File: config.mk
export PLATFORM = sky130hd
export DESIGN_NAME = gpr_wport_arbiter
export DESIGN_NICKNAME = d
export VERILOG_FILES = /design/src/rtl/gpr_wport_arbiter.sv
export SDC_FILE = /design/constraint.sdc
export NUM_CORES = 1
export LEC_CHECK = 0
export BUFFER_PORTS_ARGS = -buffer_cell sky130_fd_sc_hd__buf_2
export CAP_MARGIN = 40
export CORE_MARGIN = 4
export CORE_UTILIZATION = 40
export CTS_BUF_LIST = sky130_fd_sc_hd__clkbuf_16
export DETAILED_ROUTE_END_ITERATION = 8
export PLACE_DENSITY = 0.72
export SYNTH_ARGS = -nofsm -noshare
export SYNTH_HDL_FRONTEND = slang
export SYNTH_SLANG_ARGS = --single-unit
File: constraint.sdc
create_clock -name clk -period 5.3 [get_ports clk]
set_clock_uncertainty 0.05 [all_clocks]
set_input_delay 1.06 -clock clk [delete_from_list [all_inputs] [get_ports clk]]
set_output_delay 1.06 -clock clk [all_outputs]
set_load 0.1 [all_outputs]
File: src/rtl/gpr_wport_arbiter.sv
// Arbitrates the single GPR write port between MEM/WB writeback and queued mul/div results.
// WB always wins; mul/div results wait in a small FIFO and drain in WB bubbles.
module gpr_wport_arbiter #(
  parameter int unsigned DEPTH      = 2,
  parameter int unsigned STARVE_MAX = 4
) (
  input  logic        clk,
  input  logic        rst_n,
  input  logic        wb_we,
  input  logic [4:0]  wb_addr,
  input  logic [31:0] wb_data,
  input  logic        md_valid,
  input  logic [4:0]  md_addr,
  input  logic [31:0] md_data,
  output logic        md_ready,
  input  logic [4:0]  id_rs,
  input  logic [4:0]  id_rt,
  output logic        rs_busy,
  output logic        rt_busy,
  output logic        gpr_we,
  output logic [4:0]  gpr_waddr,
  output logic [31:0] gpr_wdata,
  output logic        pipe_stall
);

  localparam int unsigned PtrW = (DEPTH > 1) ? $clog2(DEPTH) : 1;
  localparam int unsigned CntW = $clog2(DEPTH) + 1;
  localparam int unsigned StW  = $clog2(STARVE_MAX + 1);

  logic [4:0]       addr_q [DEPTH];
  logic [4:0]       addr_d [DEPTH];
  logic [31:0]      data_q [DEPTH];
  logic [31:0]      data_d [DEPTH];
  logic [DEPTH-1:0] kill_q, kill_d;
  logic [PtrW-1:0]  head_q, head_d;
  logic [PtrW-1:0]  tail_q, tail_d;
  logic [CntW-1:0]  count_q, count_d;
  logic [StW-1:0]   starve_q, starve_d;

  logic             gpr_we_q, gpr_we_d;
  logic [4:0]       gpr_waddr_q, gpr_waddr_d;
  logic [31:0]      gpr_wdata_q, gpr_wdata_d;
  logic             pipe_stall_q, pipe_stall_d;

  logic             fifo_empty;
  logic             wb_win;
  logic             push;
  logic             pop;
  logic [DEPTH-1:0] live;
  logic [PtrW-1:0]  offs;

  assign fifo_empty = (count_q == '0);
  assign md_ready   = (count_q < CntW'(DEPTH));
  // A WB write to r0 is a no-op, so it leaves the port free for the FIFO.
  assign wb_win     = wb_we & (wb_addr != 5'd0);
  // r0 results are accepted (handshake completes) but never stored.
  assign push       = md_valid & md_ready & (md_addr != 5'd0);
  assign pop        = ~wb_win & ~fifo_empty;

  // An entry is live if its distance from head is below the occupancy.
  always_comb begin
    live = '0;
    offs = '0;
    for (int unsigned i = 0; i < DEPTH; i++) begin
      offs    = PtrW'(i) - head_q;
      live[i] = ({1'b0, offs} < count_q);
    end
  end

  always_comb begin
    rs_busy = 1'b0;
    rt_busy = 1'b0;
    for (int unsigned i = 0; i < DEPTH; i++) begin
      if (live[i] && !kill_q[i]) begin
        if (addr_q[i] == id_rs && id_rs != 5'd0) rs_busy = 1'b1;
        if (addr_q[i] == id_rt && id_rt != 5'd0) rt_busy = 1'b1;
      end
    end
  end

  always_comb begin
    addr_d = addr_q;
    data_d = data_q;
    kill_d = kill_q;
    // WB is younger than anything queued, so a matching queued write is stale.
    for (int unsigned i = 0; i < DEPTH; i++) begin
      if (live[i] && wb_win && addr_q[i] == wb_addr) kill_d[i] = 1'b1;
    end
    if (push) begin
      addr_d[tail_q] = md_addr;
      data_d[tail_q] = md_data;
      kill_d[tail_q] = 1'b0;
    end
  end

  always_comb begin
    head_d  = head_q;
    tail_d  = tail_q;
    count_d = count_q;
    if (push) tail_d = tail_q + PtrW'(1);
    if (pop)  head_d = head_q + PtrW'(1);
    unique case ({push, pop})
      2'b10:   count_d = count_q + CntW'(1);
      2'b01:   count_d = count_q - CntW'(1);
      default: count_d = count_q;
    endcase
  end

  always_comb begin
    starve_d = starve_q;
    if (fifo_empty || pop) begin
      starve_d = '0;
    end else if (wb_win && starve_q != StW'(STARVE_MAX)) begin
      starve_d = starve_q + StW'(1);
    end
    pipe_stall_d = (starve_d == StW'(STARVE_MAX));
  end

  always_comb begin
    gpr_we_d    = 1'b0;
    gpr_waddr_d = gpr_waddr_q;
    gpr_wdata_d = gpr_wdata_q;
    if (wb_win) begin
      gpr_we_d    = 1'b1;
      gpr_waddr_d = wb_addr;
      gpr_wdata_d = wb_data;
    end else if (!fifo_empty) begin
      gpr_we_d    = ~kill_q[head_q];
      gpr_waddr_d = addr_q[head_q];
      gpr_wdata_d = data_q[head_q];
    end
  end

  always_ff @(posedge clk or negedge rst_n) begin
    if (!rst_n) begin
      for (int unsigned i = 0; i < DEPTH; i++) begin
        addr_q[i] <= 5'd0;
        data_q[i] <= 32'd0;
      end
      kill_q       <= '0;
      head_q       <= '0;
      tail_q       <= '0;
      count_q      <= '0;
      starve_q     <= '0;
      gpr_we_q     <= 1'b0;
      gpr_waddr_q  <= 5'd0;
      gpr_wdata_q  <= 32'd0;
      pipe_stall_q <= 1'b0;
    end else begin
      addr_q       <= addr_d;
      data_q       <= data_d;
      kill_q       <= kill_d;
      head_q       <= head_d;
      tail_q       <= tail_d;
      count_q      <= count_d;
      starve_q     <= starve_d;
      gpr_we_q     <= gpr_we_d;
      gpr_waddr_q  <= gpr_waddr_d;
      gpr_wdata_q  <= gpr_wdata_d;
      pipe_stall_q <= pipe_stall_d;
    end
  end

  assign gpr_we     = gpr_we_q;
  assign gpr_waddr  = gpr_waddr_q;
  assign gpr_wdata  = gpr_wdata_q;
  assign pipe_stall = pipe_stall_q;

endmodule

==> run_results.csv <==
group,metric,value,unit
critical_path,worst_reg2reg_setup_slack,2.74,ns
power_and_ir_drop,power_density,747,nW/um2
critical_path,worst_r2r_startpoint,"count_q[0]",
sta,timing_worst_slew_pin_value,0.844,ns
power_and_ir_drop,p_int,2.95,mW
power_and_ir_drop,ir_worst_vdd,361,uV
sta,setup-violations-final,0,
drt,remaining_number_of_nets_flagged_by_the_antenna_check_after_routing,0,
die,placeableCoreArea,14000,um2
sta,fin_crit_sh,66.7,%
final_layout,layout.cells.most_common_list,"buf_2 (128), dfrtp_1 (121), mux2_2 (55)",
logic_synthesis,netlist_area,5810,um2
critical_path,timing.critical_path.from,"head_q",
clocking,cts_tree,"yes",
global_routing,number_of_antenna_violations_at_the_first_check_in_global_routing,0,
logic_synthesis,synth.yosys.seq_area_share,52.5,%
global_routing,first_global_vias,4691,
clocking,ctsHoldBuffers,0,
clocking,cts_repair_resize_count,0,
final_layout,antenna-diode-count,0,
sta,final_period_minus_worst_setup_slack,3.54,ns
place,io_buffers,129,
critical_path,r2r.worst_path.cells,6,
die,floorplan.io_pins,130,
sta,finalHoldViolCount,0,
critical_path,worst_setup_path_start_kind,"register",
clocking,h-tree-depth,4,
sta,slew_headroom,43.6,%
global_routing,grt.overflow.total,0,
global_routing,grtUsageTotal,17.5,%
hold_path,holdCritPathClass,"in2async",
die,die_h,129,um
clocking,numClockSinks,122,
clocking,cts.clk_slew.worst_paths,0.05,ns
logic_synthesis,synth_largest_type_area_fraction,52.5,%
clocking,cts_buffer_depth,2,
global_routing,pin_count_of_the_biggest_net_entering_global_routing,62,
sta,rsz_0062_raised_after_global_routing,"no",
power_and_ir_drop,switching_power_summed_over_all_nets,2.43,mW
logic_synthesis,synth_top_area_cell,"dfrtp_1",
logic_synthesis,syn_nets,596,
drt,detail_route.wl_per_cell,16.8,um
clocking,cts-buffers-inserted,17,
logic_synthesis,ys_ff_latch,122,
power_and_ir_drop,p_total,5.37,mW
run,drv.max_cap_violation_count,0,
clocking,cts_setup_buffers,0,
die,floorplan.initialDensity,41.4,%
final_layout,final_cells,825,
drt,wl,13900,um
die,dieArea,16500,um2
drt,routed-via-count,4238,
logic_synthesis,postSynthAreaPerCell,11.5,um2
drt,drt_iter0_drc,197,
sta,final.hold.worst_slack,0.439,ns
critical_path,crit_path_end_kind,"primary output",
logic_synthesis,ys_top_cells_by_area,"dfrtp_1 (53%), mux2_2 (11%), mux2i_1 (6.5%), mux2_4 (4.9%), a21oi_1 (3.7%)",
critical_path,worstSetupPathType,"reg2out",
drt,vias_per_cell,5.14,
critical_path,crit_path_dat,2.43,ns
final_layout,mostFrequentLayoutCell,"buf_2",
sta,max_freq,283,MHz
global_routing,global_route_wire_length_before_repair,22900,um
place,placed_cells_incl_taps,793,
power_and_ir_drop,swShare,45.2,%
sta,setup-tns-final,0,ns
power_and_ir_drop,power.share.sequential,32.4,%
critical_path,wp_data_required,4.19,ns
final_layout,area_growth_syn_to_layout,23.8,%
critical_path,worstReg2RegEnd,"count_q[1]",
run_status,outcome,"complete, no violations",
final_layout,final_nets,723,
place,dp_hpwl,9620,um
sta,final_max_slew_viol_count,0,
drt,route.detailed.drc,0,
place,placer_congestion_estimate,0.913,
die,horizontal_die_dimension,129,um
critical_path,worst_setup_path_endpoint,"rt_busy",
power_and_ir_drop,static-leakage-power,3.44,nW
clocking,cts-root-buf,"clkbuf_16",
logic_synthesis,synth_cell_type_count,32,
power_and_ir_drop,pwr-share-clk,20.7,%
drt,firstDrtPassIters,6,
critical_path,critPathMaxFanout,23,
logic_synthesis,ys.warnings.count,0,
logic_synthesis,post_synth_inst_count,505,
power_and_ir_drop,comb_power_share,47.0,%
final_layout,layout-drive-gt1-share,37.5,%
clocking,clk_latency,0.40,ns
die,placementRows,43,
## power groups by stage
stage | registers, mW | clock network, mW | logic, mW
2_1_floorplan | 2.48 | 0 | 1.27
4_1_cts | 1.74 | 1.14 | 2.54
6_report | 1.74 | 1.11 | 2.52
3_5_place_dp | 1.75 | 0 | 2.53
3_3_place_gp | 1.71 | 0 | 2.47
5_1_grt | 1.80 | 1.19 | 2.71
## logic make-up (layout without fill, tap and decap cells)
logic type	count (synthesis)	after routing	share of synthesized area, %
flip-flops	122	122	52.5
XOR/XNOR	36	36	5.43
buffers and inverters	33	173	2.97
adder cells (fa/ha/maj)	3	3	0.646
multiplexers	114	114	22.5
AND/OR/NAND/NOR	110	110	8.01
AO/OA/AOI/OAI	87	87	7.90
## metrics by stage
stage / area [um2] / util [%] / worst slack (ns)
after floorplan: 5810 / - / 1.23
after global placement: 6590 / 47.0 / 1.98
after detailed placement: 6620 / 47.2 / 1.94
after CTS: 7190 / 51.2 / 1.76
after global routing: 7190 / 51.2 / 1.59
final: 7190 / 51.2 / 1.76
## state kept, by name (all words and copies together) (netlist names)
signal      count
tail_q          1
gpr_waddr       5
addr_q         10
head_q          1
kill_q          2
starve_q        3
gpr_we          1
gpr_wdata      32
pipe_stall      1
count_q         2
data_q         64
## cell usage after synthesis (all sizes together)
library cell  count
o21a              1
inv               4
nor2b             1
nand4             4
o211ai            1
nor3b             1
nor3              6
clkbuf           17
mux2i            38
xor2             21
a21oi            43
nor4              2
or4               4
dfrtp           122
nor2             51
a31oi             1
buf              12
o21bai            1
xnor2            15
o21ai            39
mux2             76
ha                3
nand2            40
nand2b            1
a41oi             1
## layer usage
layer | vias up | GRT usage [%] | share of wire (%)
met2 | 95 | 28.8 | 49
met1 | 2114 | 22.1 | 45
met5 | - | 0 | 0
met3 | 18 | 5.48 | 4.9
li1 | 2011 | - | -
met4 | 0 | 5.93 | 1.3
## worst min-delay path by stage
stage               cells past startpoint       endpoint        from  slack [ns]
CTS                                     1  gpr_wdata[10]       rst_n        0.42
floorplan                               1     data_q[24]  data_q[24]        0.41
global placement                        1     data_q[24]  data_q[24]        0.43
detailed placement                      1     data_q[24]  data_q[24]        0.44
global route                            1  gpr_wdata[10]       rst_n        0.42
finish                                  1  gpr_wdata[18]       rst_n        0.44
## cell type report
class / instances / area, um2
sequential: 122 / 3050
clock inverter: 15 / 144
timing repair buffer: 137 / 728
inverter: 4 / 15.0
multi-input combinational: 350 / 2600
tap: 180 / 225
clock buffer: 17 / 425
fill: 1254 / 6850
## critical path, cell delays in order, from the launching register on
cell and delay [ns]:
dfrtp_2 0.83, a21oi_1 0.19, nor2_1 0.27, nand4_1 0.14, a21oi_1 0.15, buf_2 0.44
(Power assumes the default switching activity.)
